### src/rtl/period_lock_pkg.sv
// Shared types and helpers for the period lock-detection controller.
// Holds the FSM state encoding and the tolerance comparator function.
package period_lock_pkg;

    localparam int STATE_W = 2;
    localparam int DIFF_W  = 33;

    typedef enum logic [STATE_W-1:0] {
        ST_IDLE    = 2'd0,
        ST_CLEAR   = 2'd1,
        ST_ACQUIRE = 2'd2,
        ST_LOCKED  = 2'd3
    } lock_state_e;

    // Absolute difference in one extra bit so large operands never wrap.
    function automatic logic [DIFF_W-1:0] abs_diff(
        input logic [31:0] a,
        input logic [31:0] b
    );
        logic [DIFF_W-1:0] a_ext;
        logic [DIFF_W-1:0] b_ext;
        logic [DIFF_W-1:0] diff;
        a_ext = {1'b0, a};
        b_ext = {1'b0, b};
        if (a_ext >= b_ext) begin
            diff = a_ext - b_ext;
        end else begin
            diff = b_ext - a_ext;
        end
        return diff;
    endfunction

    // A zero period means the measurement has not produced a result yet.
    function automatic logic period_match(
        input logic [31:0] period,
        input logic [31:0] target,
        input logic [31:0] tol
    );
        logic result;
        if (period == 32'd0) begin
            result = 1'b0;
        end else if (abs_diff(period, target) <= {1'b0, tol}) begin
            result = 1'b1;
        end else begin
            result = 1'b0;
        end
        return result;
    endfunction

endpackage

### src/rtl/period_lock_tick.sv
// Free-running sample interval counter producing a registered one-cycle
// tick every SAMPLE_CYCLES enabled clocks; synchronous clear restarts it.
module period_lock_tick #(
    parameter int SAMPLE_CYCLES = 64
) (
    input  logic clk,
    input  logic rst_n,
    input  logic en,
    input  logic srst,
    output logic tick
);

    localparam int CNT_W = (SAMPLE_CYCLES > 1) ? $clog2(SAMPLE_CYCLES) : 1;
    localparam logic [CNT_W-1:0] CNT_LAST = CNT_W'(SAMPLE_CYCLES - 1);

    logic [CNT_W-1:0] cnt_r;
    logic [CNT_W-1:0] cnt_nxt_s;
    logic             tick_r;

    // Next counter value: clear wins, otherwise count and wrap while enabled.
    always_comb begin
        cnt_nxt_s = cnt_r;
        if (srst) begin
            cnt_nxt_s = {CNT_W{1'b0}};
        end else if (en) begin
            if (cnt_r == CNT_LAST) begin
                cnt_nxt_s = {CNT_W{1'b0}};
            end else begin
                cnt_nxt_s = cnt_r + {{(CNT_W-1){1'b0}}, 1'b1};
            end
        end else begin
            cnt_nxt_s = cnt_r;
        end
    end

    // Counter and tick registers; tick is high while the count sits at its last value.
    always_ff @(posedge clk or negedge rst_n) begin
        if (!rst_n) begin
            cnt_r  <= {CNT_W{1'b0}};
            tick_r <= 1'b0;
        end else begin
            cnt_r  <= cnt_nxt_s;
            tick_r <= (cnt_nxt_s == CNT_LAST);
        end
    end

    assign tick = tick_r;

endmodule

### src/rtl/period_lock_ctrl.sv
// Lock-detection controller sequencing the period_count block of the PLL model.
// Define PERIOD_LOCK_STATS_EN to add the saturating lock_loss_cnt output.
module period_lock_ctrl
    import period_lock_pkg::*;
#(
    parameter int SAMPLE_CYCLES = 64,
    parameter int LOCK_COUNT    = 4,
    parameter int UNLOCK_COUNT  = 2,
    parameter int RST_CYCLES    = 2
) (
    input  logic               clk,
    input  logic               RST_N,
    input  logic               PWRDWN,
    input  logic [31:0]        period_length_1000,
    input  logic [31:0]        target_1000,
    input  logic [31:0]        tol_1000,
    output logic               count_rst,
    output logic               LOCKED,
    output logic [STATE_W-1:0] state
`ifdef PERIOD_LOCK_STATS_EN
    ,
    output logic [15:0]        lock_loss_cnt
`endif
);

    localparam int HIT_W  = $clog2(LOCK_COUNT + 1);
    localparam int MISS_W = $clog2(UNLOCK_COUNT + 1);
    localparam int CLR_W  = $clog2(RST_CYCLES + 1);
    localparam logic [HIT_W-1:0]  HIT_LAST  = HIT_W'(LOCK_COUNT - 1);
    localparam logic [MISS_W-1:0] MISS_LAST = MISS_W'(UNLOCK_COUNT - 1);
    localparam logic [CLR_W-1:0]  CLR_LAST  = CLR_W'(RST_CYCLES - 1);

    lock_state_e       state_r;
    logic [HIT_W-1:0]  hit_r;
    logic [MISS_W-1:0] miss_r;
    logic [CLR_W-1:0]  clr_r;
    logic              locked_r;
    logic              count_rst_r;

    logic tick_s;
    logic tick_en_s;
    logic tick_srst_s;
    logic match_s;
    logic acq_tick_s;
    logic lock_tick_s;
    logic lock_evt_s;
    logic unlock_evt_s;

    // Sample counter only runs while acquiring or locked; power-down clears it.
    always_comb begin
        tick_en_s   = 1'b0;
        tick_srst_s = 1'b1;
        if ((state_r == ST_ACQUIRE) || (state_r == ST_LOCKED)) begin
            tick_en_s   = 1'b1;
            tick_srst_s = PWRDWN;
        end else begin
            tick_en_s   = 1'b0;
            tick_srst_s = 1'b1;
        end
    end

    period_lock_tick #(
        .SAMPLE_CYCLES (SAMPLE_CYCLES)
    ) u_tick (
        .clk   (clk),
        .rst_n (RST_N),
        .en    (tick_en_s),
        .srst  (tick_srst_s),
        .tick  (tick_s)
    );

    // Comparator and the qualified tick events; power-down masks every tick.
    always_comb begin
        match_s      = period_match(period_length_1000, target_1000, tol_1000);
        acq_tick_s   = 1'b0;
        lock_tick_s  = 1'b0;
        lock_evt_s   = 1'b0;
        unlock_evt_s = 1'b0;
        if (tick_s && !PWRDWN) begin
            acq_tick_s   = (state_r == ST_ACQUIRE);
            lock_tick_s  = (state_r == ST_LOCKED);
            lock_evt_s   = acq_tick_s && match_s && (hit_r == HIT_LAST);
            unlock_evt_s = lock_tick_s && !match_s && (miss_r == MISS_LAST);
        end else begin
            acq_tick_s   = 1'b0;
            lock_tick_s  = 1'b0;
            lock_evt_s   = 1'b0;
            unlock_evt_s = 1'b0;
        end
    end

    // Main FSM with hit/miss/clear counters and registered outputs.
    always_ff @(posedge clk or negedge RST_N) begin
        if (!RST_N) begin
            state_r     <= ST_IDLE;
            hit_r       <= {HIT_W{1'b0}};
            miss_r      <= {MISS_W{1'b0}};
            clr_r       <= {CLR_W{1'b0}};
            locked_r    <= 1'b0;
            count_rst_r <= 1'b1;
        end else if (PWRDWN) begin
            state_r     <= ST_IDLE;
            hit_r       <= {HIT_W{1'b0}};
            miss_r      <= {MISS_W{1'b0}};
            clr_r       <= {CLR_W{1'b0}};
            locked_r    <= 1'b0;
            count_rst_r <= 1'b1;
        end else begin
            case (state_r)
                ST_IDLE: begin
                    state_r     <= ST_CLEAR;
                    hit_r       <= {HIT_W{1'b0}};
                    miss_r      <= {MISS_W{1'b0}};
                    clr_r       <= {CLR_W{1'b0}};
                    locked_r    <= 1'b0;
                    count_rst_r <= 1'b1;
                end
                ST_CLEAR: begin
                    if (clr_r == CLR_LAST) begin
                        state_r     <= ST_ACQUIRE;
                        clr_r       <= {CLR_W{1'b0}};
                        count_rst_r <= 1'b0;
                    end else begin
                        clr_r       <= clr_r + {{(CLR_W-1){1'b0}}, 1'b1};
                        count_rst_r <= 1'b1;
                    end
                end
                ST_ACQUIRE: begin
                    if (lock_evt_s) begin
                        state_r  <= ST_LOCKED;
                        hit_r    <= {HIT_W{1'b0}};
                        miss_r   <= {MISS_W{1'b0}};
                        locked_r <= 1'b1;
                    end else if (acq_tick_s && match_s) begin
                        hit_r <= hit_r + {{(HIT_W-1){1'b0}}, 1'b1};
                    end else if (acq_tick_s) begin
                        hit_r <= {HIT_W{1'b0}};
                    end else begin
                        hit_r <= hit_r;
                    end
                end
                ST_LOCKED: begin
                    // Losing lock restarts the whole acquisition, including the counter reset.
                    if (unlock_evt_s) begin
                        state_r     <= ST_CLEAR;
                        hit_r       <= {HIT_W{1'b0}};
                        miss_r      <= {MISS_W{1'b0}};
                        clr_r       <= {CLR_W{1'b0}};
                        locked_r    <= 1'b0;
                        count_rst_r <= 1'b1;
                    end else if (lock_tick_s && !match_s) begin
                        miss_r <= miss_r + {{(MISS_W-1){1'b0}}, 1'b1};
                    end else if (lock_tick_s) begin
                        miss_r <= {MISS_W{1'b0}};
                    end else begin
                        miss_r <= miss_r;
                    end
                end
                default: begin
                    state_r     <= ST_IDLE;
                    hit_r       <= {HIT_W{1'b0}};
                    miss_r      <= {MISS_W{1'b0}};
                    clr_r       <= {CLR_W{1'b0}};
                    locked_r    <= 1'b0;
                    count_rst_r <= 1'b1;
                end
            endcase
        end
    end

    assign state     = state_r;
    assign LOCKED    = locked_r;
    assign count_rst = count_rst_r;

`ifdef PERIOD_LOCK_STATS_EN
    logic [15:0] loss_cnt_r;

    // Saturating count of lock losses; survives power-down, cleared only by reset.
    always_ff @(posedge clk or negedge RST_N) begin
        if (!RST_N) begin
            loss_cnt_r <= 16'd0;
        end else if (unlock_evt_s && (loss_cnt_r != 16'hFFFF)) begin
            loss_cnt_r <= loss_cnt_r + 16'd1;
        end else begin
            loss_cnt_r <= loss_cnt_r;
        end
    end

    assign lock_loss_cnt = loss_cnt_r;
`endif

endmodule

### config.mk
export PLATFORM = sky130hd
export DESIGN_NAME = period_lock_ctrl
export DESIGN_NICKNAME = d
export VERILOG_FILES = /design/src/rtl/period_lock_pkg.sv /design/src/rtl/period_lock_tick.sv /design/src/rtl/period_lock_ctrl.sv
export SDC_FILE = /design/constraint.sdc
export NUM_CORES = 1
export LEC_CHECK = 0
export CAP_MARGIN = 20
export CORE_AREA = 2 2 101 103
export DETAILED_ROUTE_END_ITERATION = 7
export DIE_AREA = 0 0 103 105
export PLACE_DENSITY_LB_ADDON = 0.3
export REMOVE_ABC_BUFFERS = 1
export SETUP_SLACK_MARGIN = 0.4
export SLEW_MARGIN = 20
export SYNTH_ARGS = -nofsm -noshare
export SYNTH_HDL_FRONTEND = slang
export SYNTH_SLANG_ARGS = --single-unit
### constraint.sdc
create_clock -name clk -period 3 [get_ports clk]
set_input_delay 0.45 -clock clk [delete_from_list [all_inputs] [get_ports clk]]
set_output_delay 0.45 -clock clk [all_outputs]
set_load 0.02 [all_outputs]
==> results.cfg, run 1 <==
[status]
status = aborted with a tool error
stop_stage = 4_1_cts
error = [ERROR DPL-0033] detailed placement checks failed during check placement.

[placement]
io_buffers = 102
dpl_cell_area_um2 = 8460
dp_hpwl_mm = 18.9
placed_cells = 1231
gp_congestion = 0.994

[floorplanning]
pin_count = 103
fp.dieW_um = 103
rows = 36
fp.dieH_um = 105
initial_core_util_pct = 58.4

[clocking]
cts_buffer_depth = 2
post_cts_resize_count = 264
holdBufCountCts = 0
numCtsBuffers = 3
cts.sinks = 18
ctsRootBufferMaster = clkbuf_8
htree_levels = 1
post-cts-setup-buffers = 35

[synthesis]
async_reset_ff_share_pct = 100
synth_adder_area_share_pct = 23.8
synth_top_family_by_area = compound AO/OA/AOI/OAI gates
synth_xor_area_share_pct = 5.14
ys_ff_latch = 18
synth_warnings = 0
syn_inst = 787
ys_seq_area_share_pct = 8.03
synth-compound-area-share_pct = 29.9
synth_top_area_cell = ha_1
synth.distinct_cells = 75
syn-cell-area_um2 = 5630
synth.top_cell.area_share_pct = 23.1
syn_area_per_cell_um2 = 7.15
synth_mux_area_share_pct = 4.00
ys.flop_type = dfrtp_1
synth_area_leaders = ha_1 23%, a21oi_1 9.0%, inv_1 7.8%
synth-edff-count = 0
synthSimpleGateAreaFrac_pct = 18.0
[cells by family after synthesis]
group / count (synthesis)
adders and majority gates: 106
DFF: 18
xor gates and xnor gates: 33
muxes: 21
AOI/OAI and AO/OA: 262
and+or+nand+nor: 197
buffers and inverters: 150
[stage by stage]
step	TNS (ns)	setup WS, ns	utilization, %
3_5_place_dp	-35.16	-3.30	87.8
3_3_place_gp	-34.04	-3.16	87.8
2_1_floorplan	-36.68	-3.42	-
[Yosys cell counts, types with 4 or more instances]
cell type	count
xnor2_1	22
mux2i_1	14
a21o_1	19
nand3_1	11
xor2_1	11
nor2b_1	11
nand4_1	21
o21ai_0	57
clkbuf_1	5
o21bai_1	15
a21boi_0	4
a21oi_1	101
nor2_1	46
mux2_2	5
ha_1	104
or3_1	5
a22o_1	5
nand2b_1	11
o31ai_1	4
nand2_1	52
o211ai_1	5
a21oi_2	4
o21ai_1	5
nor3_1	9
inv_1	117
a31oi_1	6
dfrtp_1	17
a211oi_1	8
nor4_1	11
buf_2	22
==> inputs of run 2 (changes only) <==
- CORE_AREA: 2 2 101 103 -> 2 2 122 124
- DIE_AREA: 0 0 103 105 -> 0 0 124 126
- PLACE_DENSITY_LB_ADDON: 0.3 -> 0.15
- SETUP_SLACK_MARGIN: 0.4 -> unset
==> results.cfg, run 2 <==
[synthesis]
ys.flop_type = dfrtp_1
syn_area_per_cell_um2 = 7.15
syn-cell-area_um2 = 5630
synth_area_leaders = ha_1 23%, a21oi_1 9.0%, inv_1 7.8%
synthSimpleGateAreaFrac_pct = 18.0
synth_top_area_cell = ha_1
ys_ff_latch = 18
synth.distinct_cells = 75
synth-edff-count = 0
syn_inst = 787
ys_seq_area_share_pct = 8.03
yosysMostFrequentCell = inv_1
synth_top_family_by_area = compound AO/OA/AOI/OAI gates
synthTopCellsByCount = 117 x inv_1, 104 x ha_1, 101 x a21oi_1, 57 x o21ai_0, 52 x nand2_1
synth_mux_area_share_pct = 4.00
synth_warnings = 0
synth_adder_area_share_pct = 23.8
synth.top_cell.area_share_pct = 23.1
synth-compound-area-share_pct = 29.9
synth_xor_area_share_pct = 5.14
async_reset_ff_share_pct = 100

[global_routing]
antenna_found_initial = 0
grt_usage_pct = 27.5
grt_max_degree = 23
grt_pass1_vias = 7221
gr-total-overflow = 0
grt_pass1_wl_mm = 34.8

[worst_setup_path]
r2r_start = state[0]
start_kind = input port
crit_type = in2reg
cpMostUsedCell = buf_4
setup.worst_path.start = target_1000[24]
cp.required_ns = 3.14
arrival_ns = 5.39
reg2regPathDepth = 7
path_max_fanout = 7
r2r-end = state[1]
end_kind = register
critical_path.max_stage_delay_ns = 0.33
crit_end = hit_r[0]
reg2reg_setup_slack_ns = 1.09
critPathSlowestCell = o311ai_4

[power_and_ir_drop]
ir_drop_mv = 0.230
p_leak_nw = 4.85
power_density_nw_per_um2 = 313
total_power_w = 0.00320

[final_layout]
final_nets = 1385
fillCellCount = 1159
area_growth_syn_to_layout_pct = 81.6
mostFrequentLayoutCell = buf_4
mostFrequentLayoutCells = 293 x buf_4, 85 x inv_1, 85 x a21oi_1
largest_reg_flops = 6
final_area_um2 = 10200
regArea_um2 = 452
top_register = u_tick.cnt_r
drive_above_1_share_pct = 48.7
diodes = 0
multiInputGateArea_um2 = 5670
reg.largest.list = u_tick.cnt_r: 6 flops, hit_r: 3 flops

[sta]
setup_viol = 11
period_minus_slack_ns = 5.25
fin_crit_sh_pct = 175
worst_slew_pin_slew_ns = 0.824
fmax_mhz = 190
maxSlewViolCount = 0
fin_skew_ns = 0.00195
fin_hold_ws_ns = 0.493
rsz0062_at_grt = yes
finalHoldViolCount = 0
slew_headroom_pct = 44.9
fin_setup_tns_ns = -23.61
setup_ws_ns = -2.25

[placement]
io_buffers = 102
gp_congestion = 0.968
dp_hpwl_mm = 16.8
dpl_cell_area_um2 = 8650
dp_slack_ns = -3.52

[floorplanning]
initial_core_util_pct = 39.3
die-area_um2 = 15600
fp.dieW_um = 124
rows = 44
pin_count = 103
core_area_um2 = 14300
fp.dieH_um = 126

[drt]
met3_length_um = 992
drcViolationCount = 0
routedLengthMet1_mm = 9.50
drtPass1Iterations = 6
totalWireLength_mm = 21.9
routed-wl-met2_mm = 10.5
drtIter0Drc = 531
vias_per_cell = 5.24
antenna_left = 0
routedWlPerCell_um = 16.1
num_vias = 7145
dr.max_layer_used = met4

[clocking]
clkLatencyLatePin_ns = 0.25
cts_tree = yes
htree_levels = 1
cts_buffer_depth = 2
ctsRootBufferMaster = clkbuf_16
cts.sinks = 18
path_clk_slew_ns = 0.05
numCtsBuffers = 3

[job]
drv_cap = 0

[status]
status = complete, but fails checks
violations = setup timing

[hold_path]
hold_path.class = reg2reg
-- run 2: cell counts after synthesis --
Identical to the previous run, type by type.
-- run 2: per-layer routing --
layer	vias to the layer above	track usage [%]
met5	-	0
li1	3560	-
met4	0	8.92
met3	51	2.40
met2	214	47.5
met1	3320	35.7
-- run 2: repair_timing --
action                                  in CTS  in global routing
setup buffers                               46                 16
endpoints found under the setup margin      11                 11
hold buffers                                 0                  0
hold endpoints to repair                     0                  0
resized for setup                          359                120
pin swaps                                   88                 74
-- run 2: area by class of cell --
type / instances / share of cell area (%)
inverters: 117 / 4.42
multi-input cells: 619 / 55.5
well taps: 184 / 2.25
clock buffers: 4 / 0.869
flip-flops and latches: 18 / 4.42
repair buffers: 421 / 32.5
-- run 2: critical path: cells and delay by family --
family / cells / cell delay (ns)
compound gates: 6 / 1.25
mux: 1 / 0.27
fa+ha+maj: 2 / 0.59
simple gates: 4 / 0.51
buf+inv: 17 / 2.17
xor+xnor: 1 / 0.13
-- run 2: report_power, final --
group | internal, W | total, W | leakage, nW | switching (W)
sequential | 0.000271 | 0.000297 | 0.244 | 0.0000262
combinational | 0.00133 | 0.00260 | 4.57 | 0.00127
clock | 0.000203 | 0.000299 | 0.0442 | 0.0000956
total | 0.00181 | 0.00320 | 4.85 | 0.00139
-- run 2: kinds of logic after synthesis --
| logic type | after synthesis |
|---|---|
| fa+ha+maj | 106 |
| compound gates | 262 |
| simple gates | 197 |
| xor+xnor | 33 |
| buf+inv | 150 |
| mux | 21 |
| flops | 18 |
-- run 2: worst min path at each step --
stage / cells past startpoint / start / to
CTS: 1 / u_tick.cnt_r[0] / u_tick.cnt_r[0]
detailed placement: 1 / hit_r[1] / hit_r[1]
floorplan: 0 / RST_N / LOCKED
finish: 1 / u_tick.cnt_r[0] / u_tick.cnt_r[0]
global route: 2 / count_rst / count_rst
global placement: 1 / u_tick.cnt_r[0] / u_tick.cnt_r[0]
-- run 2: per-stage QoR --
stage | cells | utilization, %
2_1_floorplan | 754 | -
3_3_place_gp | 1300 | 60.4
3_5_place_dp | 1300 | 60.4
4_1_cts | 1349 | 69.5
5_1_grt | 1363 | 71.4
6_report | 1363 | 71.4
Power figures use the tool's default switching activity.
